==> src/rtl/band_scan_selector.sv <==
// Registered CHANNELS-way selector with a manual mode and a dwell-timed scan mode.
// Optional channel masking in scan/manual is enabled by defining BAND_SCAN_SKIP_EN.
module band_scan_selector #(
    parameter int WIDTH    = 4,
    parameter int CHANNELS = 8,
    parameter int SEL_W    = 3,
    parameter int DWELL    = 16
) (
    input  logic                      clk,
    input  logic                      rst,
    input  logic [CHANNELS*WIDTH-1:0] in_bus,
    input  logic                      mode,
    input  logic [SEL_W-1:0]          ctrl,
    input  logic                      hold,
`ifdef BAND_SCAN_SKIP_EN
    input  logic [CHANNELS-1:0]       ch_mask,
`endif
    output logic [WIDTH-1:0]          out,
    output logic [SEL_W-1:0]          out_sel,
    output logic                      out_valid,
    output logic                      wrap
);

    localparam int              DW_W       = (DWELL > 1) ? $clog2(DWELL) : 1;
    localparam logic [DW_W-1:0] DWELL_LAST = DW_W'(DWELL - 1);
    localparam logic [SEL_W:0]  CH_LIM     = (SEL_W + 1)'(CHANNELS);

    typedef enum logic {MANUAL = 1'b0, SCAN = 1'b1} state_t;

    state_t            state_q, state_d;
    logic [DW_W-1:0]   dwell_q, dwell_d;
    logic [WIDTH-1:0]  out_q, out_d;
    logic [SEL_W-1:0]  out_sel_q, out_sel_d;
    logic              out_valid_q, out_valid_d;
    logic              wrap_q, wrap_d;

    logic [SEL_W-1:0]  nxt_idx;
    logic [SEL_W-1:0]  first_idx;
    logic              nxt_wrap;
    logic              any_en;
    logic              cur_ok;
    logic              ctrl_ok;

    function automatic logic [WIDTH-1:0] chan_at(input logic [SEL_W-1:0] idx);
        chan_at = '0;
        for (int k = 0; k < CHANNELS; k++) begin
            if (idx == SEL_W'(k)) chan_at = in_bus[k*WIDTH +: WIDTH];
        end
    endfunction

`ifdef BAND_SCAN_SKIP_EN
    function automatic logic mask_at(input logic [SEL_W-1:0] idx);
        mask_at = 1'b0;
        for (int k = 0; k < CHANNELS; k++) begin
            if (idx == SEL_W'(k)) mask_at = ch_mask[k];
        end
    endfunction

    // Searches run from the far end so the nearest enabled index is the last write.
    always_comb begin
        nxt_idx   = out_sel_q;
        first_idx = '0;
        for (int i = CHANNELS; i >= 1; i--) begin
            if (ch_mask[(int'(out_sel_q) + i) % CHANNELS])
                nxt_idx = SEL_W'((int'(out_sel_q) + i) % CHANNELS);
        end
        for (int k = CHANNELS - 1; k >= 0; k--) begin
            if (ch_mask[k]) first_idx = SEL_W'(k);
        end
    end

    assign nxt_wrap  = (nxt_idx <= out_sel_q);
    assign any_en    = |ch_mask;
    assign cur_ok    = mask_at(out_sel_q);
    assign ctrl_ok   = ({1'b0, ctrl} < CH_LIM) && mask_at(ctrl);
    assign out_valid = out_valid_q && ((state_q == MANUAL) || cur_ok);
`else
    assign nxt_idx   = (out_sel_q == SEL_W'(CHANNELS - 1)) ? '0 : out_sel_q + SEL_W'(1);
    assign first_idx = '0;
    assign nxt_wrap  = (nxt_idx == '0);
    assign any_en    = 1'b1;
    assign cur_ok    = 1'b1;
    assign ctrl_ok   = ({1'b0, ctrl} < CH_LIM);
    assign out_valid = out_valid_q;
`endif

    always_comb begin
        state_d     = state_q;
        dwell_d     = dwell_q;
        out_d       = out_q;
        out_sel_d   = out_sel_q;
        out_valid_d = out_valid_q;
        wrap_d      = 1'b0;
        if (!hold) begin
            if (!mode) begin
                state_d = MANUAL;
                dwell_d = '0;
                if (ctrl_ok) begin
                    out_d       = chan_at(ctrl);
                    out_sel_d   = ctrl;
                    out_valid_d = 1'b1;
                end else begin
                    out_valid_d = 1'b0;
                end
            end else if (state_q == MANUAL) begin
                // Entry edge shows the first channel with dwell 0, so it counts as visible cycle one.
                state_d = SCAN;
                dwell_d = '0;
                if (any_en) begin
                    out_d       = chan_at(first_idx);
                    out_sel_d   = first_idx;
                    out_valid_d = 1'b1;
                end else begin
                    out_valid_d = 1'b0;
                end
            end else if (!any_en) begin
                out_valid_d = 1'b0;
            end else if (!cur_ok || (dwell_q == DWELL_LAST)) begin
                dwell_d     = '0;
                out_d       = chan_at(nxt_idx);
                out_sel_d   = nxt_idx;
                out_valid_d = 1'b1;
                wrap_d      = nxt_wrap;
            end else begin
                dwell_d     = dwell_q + DW_W'(1);
                out_d       = chan_at(out_sel_q);
                out_valid_d = 1'b1;
            end
        end
    end

    always_ff @(posedge clk) begin
        if (rst) begin
            state_q     <= MANUAL;
            dwell_q     <= '0;
            out_q       <= '0;
            out_sel_q   <= '0;
            out_valid_q <= 1'b0;
            wrap_q      <= 1'b0;
        end else begin
            state_q     <= state_d;
            dwell_q     <= dwell_d;
            out_q       <= out_d;
            out_sel_q   <= out_sel_d;
            out_valid_q <= out_valid_d;
            wrap_q      <= wrap_d;
        end
    end

    assign out     = out_q;
    assign out_sel = out_sel_q;
    assign wrap    = wrap_q;

endmodule

==> config.mk <==
export PLATFORM = sky130hd
export DESIGN_NAME = band_scan_selector
export DESIGN_NICKNAME = d
export VERILOG_FILES = /design/src/rtl/band_scan_selector.sv
export SDC_FILE = /design/constraint.sdc
export NUM_CORES = 1
export LEC_CHECK = 0
export BUFFER_PORTS_ARGS = -buffer_cell sky130_fd_sc_hd__buf_2
export CAP_MARGIN = 15
export CORE_MARGIN = 4
export CORE_UTILIZATION = 53
export DETAILED_ROUTE_END_ITERATION = 10
export HOLD_SLACK_MARGIN = 0.05
export MAX_ROUTING_LAYER = met4
export PLACE_DENSITY = 0.86
export SYNTH_ARGS = -nofsm -noshare
export SYNTH_HDL_FRONTEND = slang
export SYNTH_SLANG_ARGS = --single-unit
==> constraint.sdc <==
create_clock -name clk -period 2.35 [get_ports clk]
set_input_delay 0.3525 -clock clk [delete_from_list [all_inputs] [get_ports clk]]
set_output_delay 0.3525 -clock clk [all_outputs]
set_load 0.01 [all_outputs]
* Word level (Yosys, flattened, before mapping) *
Cells that the tools add are included.

storage, ports and cells
  flip-flop bits (word level) = 14
  output and inout bits = 9
  logic and storage cells = 75

cells by class
  add/subtract/negate cells = 2
  equality and inequality tests = 23
  multiplexer cells = 35
  bitwise operators = 4
  reductions and logical operators = 5

operator list
  cell                                                             count
  4-bit two-way mux                                                30
  3-bit == test, second input constant                             12
  3-bit by 2-bit == test with 1-bit output, second input constant  6
  3-bit two-way mux                                                4
  3-bit by 1-bit == test with 1-bit output, second input constant  3
  3-bit zero test                                                  3
  5-bit OR reduction                                               1
  4-bit by 1-bit adder with 4-bit output, second input constant    1
  4-bit == test, second input constant                             1
  1-bit inverter                                                   4
  3-bit by 1-bit adder with 3-bit output, second input constant    1
  3-bit by 2-bit != test with 1-bit output, second input constant  1
  2-bit AND reduction                                              1
  1-bit two-way mux                                                1

* Logic depth before layout (Yosys ltp) *
Gate-level depths: netlist of run 1.

  depth after elaboration = 14
  mapped depth = 9

* Worst setup path after synthesis of run 1 *
Ideal clock, no wire load.

  path kind = reg-to-reg
  from = register out_sel_q[0], in the netlist out_sel[0]
  to = register out_q[2], in the netlist out[2]
  library setup time = 0.120 ns
  data arrival time = 1.750 ns
  data required time = 2.230 ns
  slack = 0.480 ns
  stages on the path, launching flop included = 9
  buffers on the path = 1
  clock period less this slack = 1.870 ns
  cell sequence = dfxtp_1 inv_1 ha_1 buf_6 a211oi_2 o21ai_1 a311oi_2 a211oi_1 o31a_1

between the ends
  cells in the longest elaborated chain, start to end = 14

ends and longest elaborated chain
  what                                                                     line    text
  from (decl)                                                              33      logic [SEL_W-1:0] out_sel_q, out_sel_d;
  from (signal assigned)                                                   144     out_sel_q <= out_sel_d;
  3-bit by 1-bit adder with 3-bit output or 3-bit == test (tied branches)  78, 47
  3-bit two-way mux                                                        78      assign nxt_idx = (out_sel_q == SEL_W'(CHANNELS - 1)) ? '0 : out_sel_q + SEL_W'(1);
  3-bit zero test                                                          47      if (idx == SEL_W'(k)) chan_at = in_bus[k*WIDTH +: WIDTH];
  4-bit two-way mux (8 in series)                                          47
  4-bit two-way mux *                                                      118     end else if (!cur_ok || (dwell_q == DWELL_LAST)) begin
  4-bit two-way mux *                                                      105     end else if (state_q == MANUAL) begin
  4-bit two-way mux *                                                      95      if (!mode) begin
  to (signal assigned)                                                     143     out_q <= out_d;
  to (decl)                                                                32      logic [WIDTH-1:0] out_q, out_d;

Every way passes the cells marked *; elsewhere a longest branch is shown, timed or not.
A chain may end at the register's enable or synchronous reset.

* Final worst setup path of run 1 *
  from = register out_sel_q[0], in the netlist out_sel[0]
  to = register out_q[3], in the netlist out[3]

Same word-level chain as after synthesis.

==> results of run 1 <==
## cell type report
class / instances / share of cell area, %
flip-flops and latches: 14 / 13.8
multi-input cells: 180 / 64.4
inverters: 19 / 3.51
clock buffers: 4 / 1.79
well taps: 44 / 2.71
repair buffers: 53 / 13.8
## layout by cell type, fill, tap and decap left out, types with 2 or more instances in the layout
master,Yosys,final
sky130_fd_sc_hd__inv_1,18,18
sky130_fd_sc_hd__dfxtp_1,14,14
sky130_fd_sc_hd__buf_4,6,6
sky130_fd_sc_hd__clkbuf_4,0,3
sky130_fd_sc_hd__nand3_1,5,5
sky130_fd_sc_hd__nand2_1,19,19
sky130_fd_sc_hd__o22ai_1,4,4
sky130_fd_sc_hd__nor2_1,11,11
sky130_fd_sc_hd__o211ai_1,4,4
sky130_fd_sc_hd__o221ai_1,6,6
sky130_fd_sc_hd__o32ai_1,3,3
sky130_fd_sc_hd__nand4b_1,2,2
sky130_fd_sc_hd__a221oi_2,3,3
sky130_fd_sc_hd__ha_1,8,8
sky130_fd_sc_hd__o2bb2ai_1,2,2
sky130_fd_sc_hd__or3_1,2,2
sky130_fd_sc_hd__a21o_1,2,2
sky130_fd_sc_hd__a21oi_1,14,14
sky130_fd_sc_hd__xor2_1,2,2
sky130_fd_sc_hd__o31a_1,2,2
sky130_fd_sc_hd__nand2b_1,4,4
sky130_fd_sc_hd__nor3_1,5,5
sky130_fd_sc_hd__a311oi_1,3,3
sky130_fd_sc_hd__a211oi_1,3,3
sky130_fd_sc_hd__mux4_2,3,3
sky130_fd_sc_hd__o21ai_0,13,13
sky130_fd_sc_hd__a31oi_1,3,3
sky130_fd_sc_hd__nand3b_1,3,3
sky130_fd_sc_hd__nor2b_1,6,6
sky130_fd_sc_hd__a221oi_1,8,8
sky130_fd_sc_hd__a22oi_1,3,3
sky130_fd_sc_hd__a211o_1,2,2
sky130_fd_sc_hd__buf_2,6,47
sky130_fd_sc_hd__o21ai_1,9,9
sky130_fd_sc_hd__o2111ai_1,4,4
sky130_fd_sc_hd__mux2i_1,6,6
## power by group
group / internal (uW) / leakage (uW) / switching, uW
combinational: 143 / 0.000679 / 194
sequential: 250 / 0.000115 / 10.1
clock: 94.2 / 0.0000210 / 79.5
## synthesized netlist by cell type, types with 5 or more instances
master / instances / area [sq um]
sky130_fd_sc_hd__ha_1: 8 / 100
sky130_fd_sc_hd__o21ai_1: 9 / 45.0
sky130_fd_sc_hd__nand3_1: 5 / 25.0
sky130_fd_sc_hd__o21ai_0: 13 / 65.1
sky130_fd_sc_hd__a21oi_1: 14 / 70.1
sky130_fd_sc_hd__mux2i_1: 6 / 60.1
sky130_fd_sc_hd__nor2b_1: 6 / 37.5
sky130_fd_sc_hd__nor3_1: 5 / 25.0
sky130_fd_sc_hd__a221oi_1: 8 / 70.1
sky130_fd_sc_hd__buf_4: 6 / 45.0
sky130_fd_sc_hd__dfxtp_1: 14 / 280
sky130_fd_sc_hd__buf_2: 6 / 30.0
sky130_fd_sc_hd__o221ai_1: 6 / 52.6
sky130_fd_sc_hd__nand2_1: 19 / 71.3
sky130_fd_sc_hd__nor2_1: 11 / 41.3
sky130_fd_sc_hd__inv_1: 18 / 67.6
## through the flow
step                      hold slack, ps  setup WS (ps)
after floorplan                      470            480
after global placement               431            383
after detailed placement             442            337
after CTS                            409            312
after global routing                 427           51.5
final                                411            286
## logic make-up (layout without fill, tap and decap cells)
kind of cell | count (synthesis) | count (layout)
AOI/OAI and AO/OA | 95 | 95
and+or+nand+nor | 65 | 65
buffers and inverters | 39 | 76
DFF | 14 | 14
muxes | 10 | 10
adders and majority gates | 8 | 8
xor gates and xnor gates | 2 | 2
## registers in the layout (all words and copies together), names as in the netlist
register	cells
out_sel	3
out	4
wrap	1
dwell_q	4
state_q	1
out_valid	1
## worst max-delay path by stage
stage / to / depth (start not counted)
after floorplan: out[2] / 8
after global placement: out[0] / 7
after detailed placement: out[1] / 7
after CTS: out[1] / 7
after global routing: out[3] / 8
final: out[3] / 8
## layer usage
layer | track usage (%) | vias up | wire length, microns
met2 | 44.0 | 109 | 2640
met4 | 7.36 | 0 | 130
met3 | 3.91 | 17 | 462
li1 | - | 974 | -
met1 | 36.1 | 987 | 2350
met5 | - | - | 0
==> results summary, run 1 <==
The core occupancy in the finished layout came out at 64.4%. The fraction of the yosys area taken by sequential cells is 15.6%. The number of antenna violations at the first check in global routing came to 0.

The startpoint identified for the worst register-to-register timing path is out_sel[0]. The cell family contributing the most delay on the critical path is buffers and inverters. The number of buffers added to fix hold violations after cts came out at 0.

The final routed wire length divided by cell count came out at 17.8 microns. The cell depth of the worst hold path came out at 2. The number of diodes is 0. The portion of the clock cycle consumed by the worst path in the final layout came out at 87.8%.

The floorplan step set the die width to 66.2 microns. The run finished with clean final reports. The detailed router finished its first iteration with 252 violations.

Of all nets on the critical path, the largest fanout is 21. The total instance count after detailed placement came out at 310. The endpoint identified for the worst register-to-register timing path is out[3]. The count of clock tree sinks came out at 14. The CTS tree is yes. Summing the areas of all and, or, nand and nor instances in the mapped netlist gives about a fifth of the synthesized area. The number of placed I/O pins came out at 48. Cells with a size suffix above 1 make up a little over a quarter of the layout. The fraction of synthesized cell area in xor and xnor cells is 0.977%. The signal on the critical path passes through inv_1, ha_1, buf_4, inv_1, o221ai_1, o2111ai_1, a31oi_1, nor4_2.

The number of buffers inserted by post-CTS setup repair is 0. The library cell appearing most often on the critical path is sky130_fd_sc_hd__inv_1. The initial core utilization came out at 56.9%. STA puts the critical path data required time at approximately 2600 ps. The critical path is of the reg -> reg type. After detailed routing, the total wire length is roughly 5600 microns. The total chip power is 771 uW. The total number of yosys warnings came out at 0. The tool flagged a number of max-cap violations equal to 0. The overall die height came out at around 66 microns. The highest clock frequency the design can meet came out at between 400 and 500 MHz. The combinational family with the most area after synthesis is compound AO/OA/AOI/OAI gates. The count of cells along the worst register-to-register path came out at 8. The cell area reported after detailed placement is 1990 sq um. Clock skew on the completed layout was measured at between 4 and 5 ps. In this run, synthesis produced a sequential element count of 14.

The worst slew margin relative to its limit is approximately 70%. The maximum number of pins on one net before global-route repair came out at 22. The finished layout cell area is about 2000 sq um. The global route total overflow came out at 0.

The setup slack of the most critical reg-to-reg path is 290 ps. The data arrival time of the worst path came out at 2260 ps. The insertion delay of the later-clocked pin in the worst-skew pair is 280 ps. The number of input and output port buffers inserted came out at 47.

The number of enable-type register cells in the synthesized netlist is 0. The final weighted congestion in routability-driven placement is 0.990. Summing the areas of all compound-gate instances in the mapped netlist gives between 30% and 40% of the synthesized area. The maximum clock path buffer count is 2. The average instance in the mapped netlist occupies 7.70 sq um.

The critical path launch point type is a flop. The number of cells upsized or downsized after cts came out at 0. Clock tree synthesis selected as its root buffer the cell sky130_fd_sc_hd__clkbuf_4. The minimum clock period after layout came out at 2060 ps.

The number of fillers in the final layout is 310. The number of rows created at floorplan is 20. The core area is 3150 sq um. The final count of negative-setup-slack endpoints came out at 0. The combined area of the multi-input logic cells is roughly 1300 sq um.

The total iterations of the first detailed-routing run is 5. The origin of the worst min-delay path is rst. The clock transition at the registers of the reported paths came out at 90 ps.

The via count came out at 2087. Dividing total power by cell area gives a power density of about 380 nW/um^2. For the final routed database, the setup TNS stands at 0 ps. Registers take 280 sq um. In this run the number of H-tree levels came out at 1.

The distinct cell type count after synthesis came out at 55. The mux contribution to synthesized area is roughly 7.7%. The number of buffers created by CTS is 3. The count of placed standard cells in the final layout, fillers left out came out at 314. Setup repair after global routing left no endpoint under its margin. The slew at the pin with the worst max-slew slack is 451 ps.

The nature of the critical path endpoint is a flop. The static leakage is 0.000815 uW. The biggest cell delay along the critical path came out at 470 ps.

The count of final hold-check violations is 0. The first global-routing pass estimated 9110 microns of wire. The sum of buffers and inverters on the critical path is 3. The estimated wirelength of the detail-placed design is ~4300 microns. The global router's overall resource usage is 27.4%. The maximum VDD drop is 0.282 mV. The most used flip-flop cell after synthesis is sky130_fd_sc_hd__dfxtp_1. The area growth from synthesis to layout is 13.2%. On the critical path, the stage with the largest delay is an instance of sky130_fd_sc_hd__dfxtp_1. In the final design database the tool counted 318 nets.

Synthesis produced 233 cells. After synthesis, the share of flip-flops with an asynchronous set or reset is 0%. The cell area after synthesis came out at around 1800 sq um. The adder and majority cell fraction of the synthesized area is under 10%.

The die covers 4380 sq um. After detailed routing, the number of vias per cell comes to 6.65. The number of max-slew violations in the final report is 0. The path with the worst hold slack has its endpoint at dwell_q[1].

The number of nets in the synthesized netlist is 280. The number of global-route vias before repair was ~1900. Tracing the worst setup path back leads to its startpoint at out_sel[0]. The min-delay analysis places its worst path in the category in -> reg.

The total DRC errors in the routed layout is 0. The count of antenna-violating nets left after detailed routing came out at 0.
Note: power is estimated with default switching activity, not from simulation.
==> run 2: changes to the inputs <==
--- a/config.mk
+++ b/config.mk
@@ -7,7 +7,7 @@
 export LEC_CHECK = 0
 export BUFFER_PORTS_ARGS = -buffer_cell sky130_fd_sc_hd__buf_2
 export CAP_MARGIN = 15
-export CORE_MARGIN = 4
+export CORE_MARGIN = 2
 export CORE_UTILIZATION = 53
 export DETAILED_ROUTE_END_ITERATION = 10
 export HOLD_SLACK_MARGIN = 0.05
==> run 2 against run 1 <==
Effect of this change: via count decreased by 0.48%; largest cell class unchanged; sequential share of layout area rose by 0.086 points; combinational power is 2% lower; clock power rose by 6%; core utilization decreased by 3.0 points; worst setup slack got worse by 17 ps; largest power group unchanged; critical path depth is the same; first-iteration DRC count down 15%; clock skew increased by 4.2 ps.
==> results summary, run 2 (synthesis gave the netlist of run 1 again) <==
The count of cells along the worst register-to-register path is 8 (unchanged). The dominant delay contributor by cell family on the critical path is compound AO/OA/AOI/OAI gates (was buffers and inverters). The met3 usage in global routing was 3.08% (was 3.91%). The class of the most critical setup path is reg -> reg (unchanged). The count of antenna-violating nets left after detailed routing is 0 (unchanged). The portion of the clock cycle consumed by the worst path in the final layout is 88.6% (was 87.8%). The summed negative setup slack over all endpoints came out at 0 ps (unchanged). The horizontal die dimension came out at 62.2 microns (was 66.2 microns). The worst-path maximum fanout came out at 24 (was 21). The data arrival time of the worst path came out at 2260 ps (about the same). The worst slew margin relative to its limit is 70.1% (was 70.0%). The number of buffers added to fix hold violations after cts came out at 0 (unchanged). The terminus of the critical flop-to-flop path is out[3] (unchanged). The total DRC errors in the routed layout is 0 (unchanged). The ratio of total power to cell area came out at 386 nW/um^2 (was 380 nW/um^2).

The critical path launch point type is a flop (unchanged). Highest-count cells in the layout ignoring fill and taps: 47 x sky130_fd_sc_hd__buf_2, 19 x sky130_fd_sc_hd__nand2_1, 18 x sky130_fd_sc_hd__inv_1 (unchanged). The number of antenna violations at the first check in global routing came out at 0 (unchanged). The origin of the worst min-delay path is in_bus[28] (was rst). The class of the most critical hold timing path is in -> reg (unchanged). The maximum VDD drop came to 0.208 mV (was 0.282 mV).

The number of global-route vias before repair came out at 1786 (was 1944). The combinational group share of total power came to 42.5% (was 43.7%). The switching power came to 293 uW (was 284 uW). The global router's overall resource usage was 29.2% (was 27.4%).

The worst min-delay path endpoint is out[0] (was dwell_q[1]). The maximum number of pins on one net before global-route repair came out at 25 (was 22). The number of max-slew violations in the final report came out at 0 (unchanged). The initial core utilization came out at 54.6% (was 56.9%). The final count of negative-setup-slack endpoints was 0 (unchanged). The number of fillers in the final layout is 311 (was 310). Run status: complete, no violations (unchanged). The detailed router's first-iteration violation count came out at 214 (was 252).

The slew at the pin with the worst max-slew slack came out at 448 ps (was 451 ps). The global-route wire length before repair was 8870 microns (was 9110 microns). The insertion delay of the later-clocked pin in the worst-skew pair came out at 290 ps (was 280 ps). The highest clock frequency the design can meet was 480 MHz (was 485 MHz).

The routing usage on met1 came to 39.8% (was 36.1%). The internal power consumption came out at 485 uW (was 487 uW). The total iterations of the first detailed-routing run is 5 (unchanged).

The core area came out at 3280 sq um (was 3150 sq um). The estimated wirelength of the detail-placed design is 4050 microns (was 4250 microns). The number of input and output port buffers inserted is 47 (unchanged). The global route total overflow is 0 (unchanged). The clock tree root buffer cell is sky130_fd_sc_hd__clkbuf_4 (unchanged). The peak-usage layer in the global routing report is met2 (unchanged). The sum of buffers and inverters on the critical path came out at 2 (was 3). The number of buffers created by CTS came to 3 (unchanged). The nature of the critical path endpoint is a flop (unchanged). The setup skew after layout was 9.21 ps (was 4.99 ps).

The via count is 2077 (was 2087). The cell with the largest stage delay on the worst path is sky130_fd_sc_hd__dfxtp_1 (unchanged). The part of the total power dissipated in the clock network came to 23.7% (was 22.5%). The start of the worst register-to-register path is out_sel[0] (unchanged).

The number of buffers inserted by post-CTS setup repair came out at 0 (unchanged). The via density per instance came out at 6.61 (was 6.65). The area growth from synthesis to layout is 12.5% (was 13.2%). The count of final hold-check violations came to 0 (unchanged). The number of H-tree levels was 1 (unchanged). The fraction of layout instances using a drive strength above 1 is 25.7% (was 26.3%). The count of clock tree sinks came to 14 (unchanged). The setup slack of the most critical reg-to-reg path is 270 ps (was 290 ps).

Setup repair after global routing missed its margin: no (unchanged). The total wirelength of the detailed-routed design came out at 5570 microns (was 5580 microns). The net total in the final layout came out at 316 (was 318). The maximum clock path buffer count was 2 (unchanged).

The final routed wire length divided by cell count came out at 17.7 microns (was 17.8 microns). The proportion of total power due to net switching came out at 37.6% (was 36.8%). CP cell instances: inv_1, ha_1, buf_4, or2_4, a221oi_2, o2111ai_1, a31oi_1, nor4_2 (was inv_1, ha_1, buf_4, inv_1, o221ai_1, o2111ai_1, a31oi_1, nor4_2). The final weighted congestion in routability-driven placement came out at 0.970 (was 0.990). The number of cells upsized or downsized after cts is 0 (unchanged). The CTS tree was yes (unchanged). The overall die height is 62.2 microns (was 66.2 microns). The required time of the critical path is 2530 ps (was 2550 ps). The number of diodes is 0 (unchanged). The static leakage is 0.000804 uW (was 0.000815 uW). The commonest non-fill, non-tap cell in the layout is sky130_fd_sc_hd__buf_2 (unchanged). The number of rows created at floorplan is 21 (was 20). The total chip power is 778 uW (was 771 uW).

The global-route met2 utilization came out at 46.2% (was 44.0%). The reported max-cap violation count came out at 0 (unchanged). The minimum clock period after layout is 2080 ps (was 2060 ps). The clock transition at the registers of the reported paths came out at 100 ps (was 90 ps). The sequential cell fraction of total power is 33.8% (was 33.7%). The die area came out at 3860 sq um (was 4380 sq um). The cell depth of the worst hold path was 3 (was 2).

The biggest cell delay along the critical path came out at 460 ps (was 470 ps). The number of placed I/O pins is 48 (unchanged).
run 2: cell count changes in the layout (fill, tap and decap cells not counted):
cell | previous run | this run
sky130_fd_sc_hd__buf_4 | 6 | 4
run 2: worst max-delay path by stage:
stage	start	endpoint	slack, ps	cells past startpoint
global placement	out_sel[0]	out[1]	350	8
global route	out_sel[0]	out[1]	150	7
detailed placement	out_sel[0]	out[1]	310	8
finish	out_sel[0]	out[3]	270	8
CTS	out_sel[0]	out[1]	290	8
floorplan	out_sel[0]	out[2]	480	8
run 2: power groups by stage:
stage / logic, uW / clock network, uW / registers [uW]
4_1_cts: 324 / 185 / 263
3_3_place_gp: 320 / 0 / 268
5_1_grt: 358 / 196 / 264
3_5_place_dp: 321 / 0 / 268
6_report: 331 / 184 / 263
2_1_floorplan: 222 / 0 / 270
run 2: tightest hold or removal path, delay by kind of cell:
family,cells,cell delay (ps)
buffers and inverters,1,110
AOI/OAI and AO/OA,2,200
run 2: routing by layer:
metal | wire length [microns] | up-vias
li1 | - | 966
met1 | 2430 | 957
met2 | 2500 | 142
met3 | 536 | 12
met4 | 98 | 0
met5 | 0 | -
run 2: final cells by class:
type	instances	area [sq um]	share of cell area, %
Clock buffer	4	36.3	1.80
Inverter	19	71.3	3.54
Multi-Input combinational cell	180	1310	64.8
Sequential cell	14	280	13.9
Tap cell	46	57.6	2.85
Timing Repair Buffer	51	265	13.2
run 2: stage by stage:
step | utilization, % | setup WS [ps] | hold slack (ps) | cell area [sq um] | instances
final | 61.4 | 269 | 398 | 2020 | 314
after detailed placement | 60.3 | 314 | 437 | 1980 | 310
after global placement | 60.3 | 347 | 431 | 1980 | 310
after global routing | 61.4 | 150 | 412 | 2020 | 314
after floorplan | - | 480 | 470 | 1790 | 233
after CTS | 61.4 | 291 | 396 | 2020 | 314
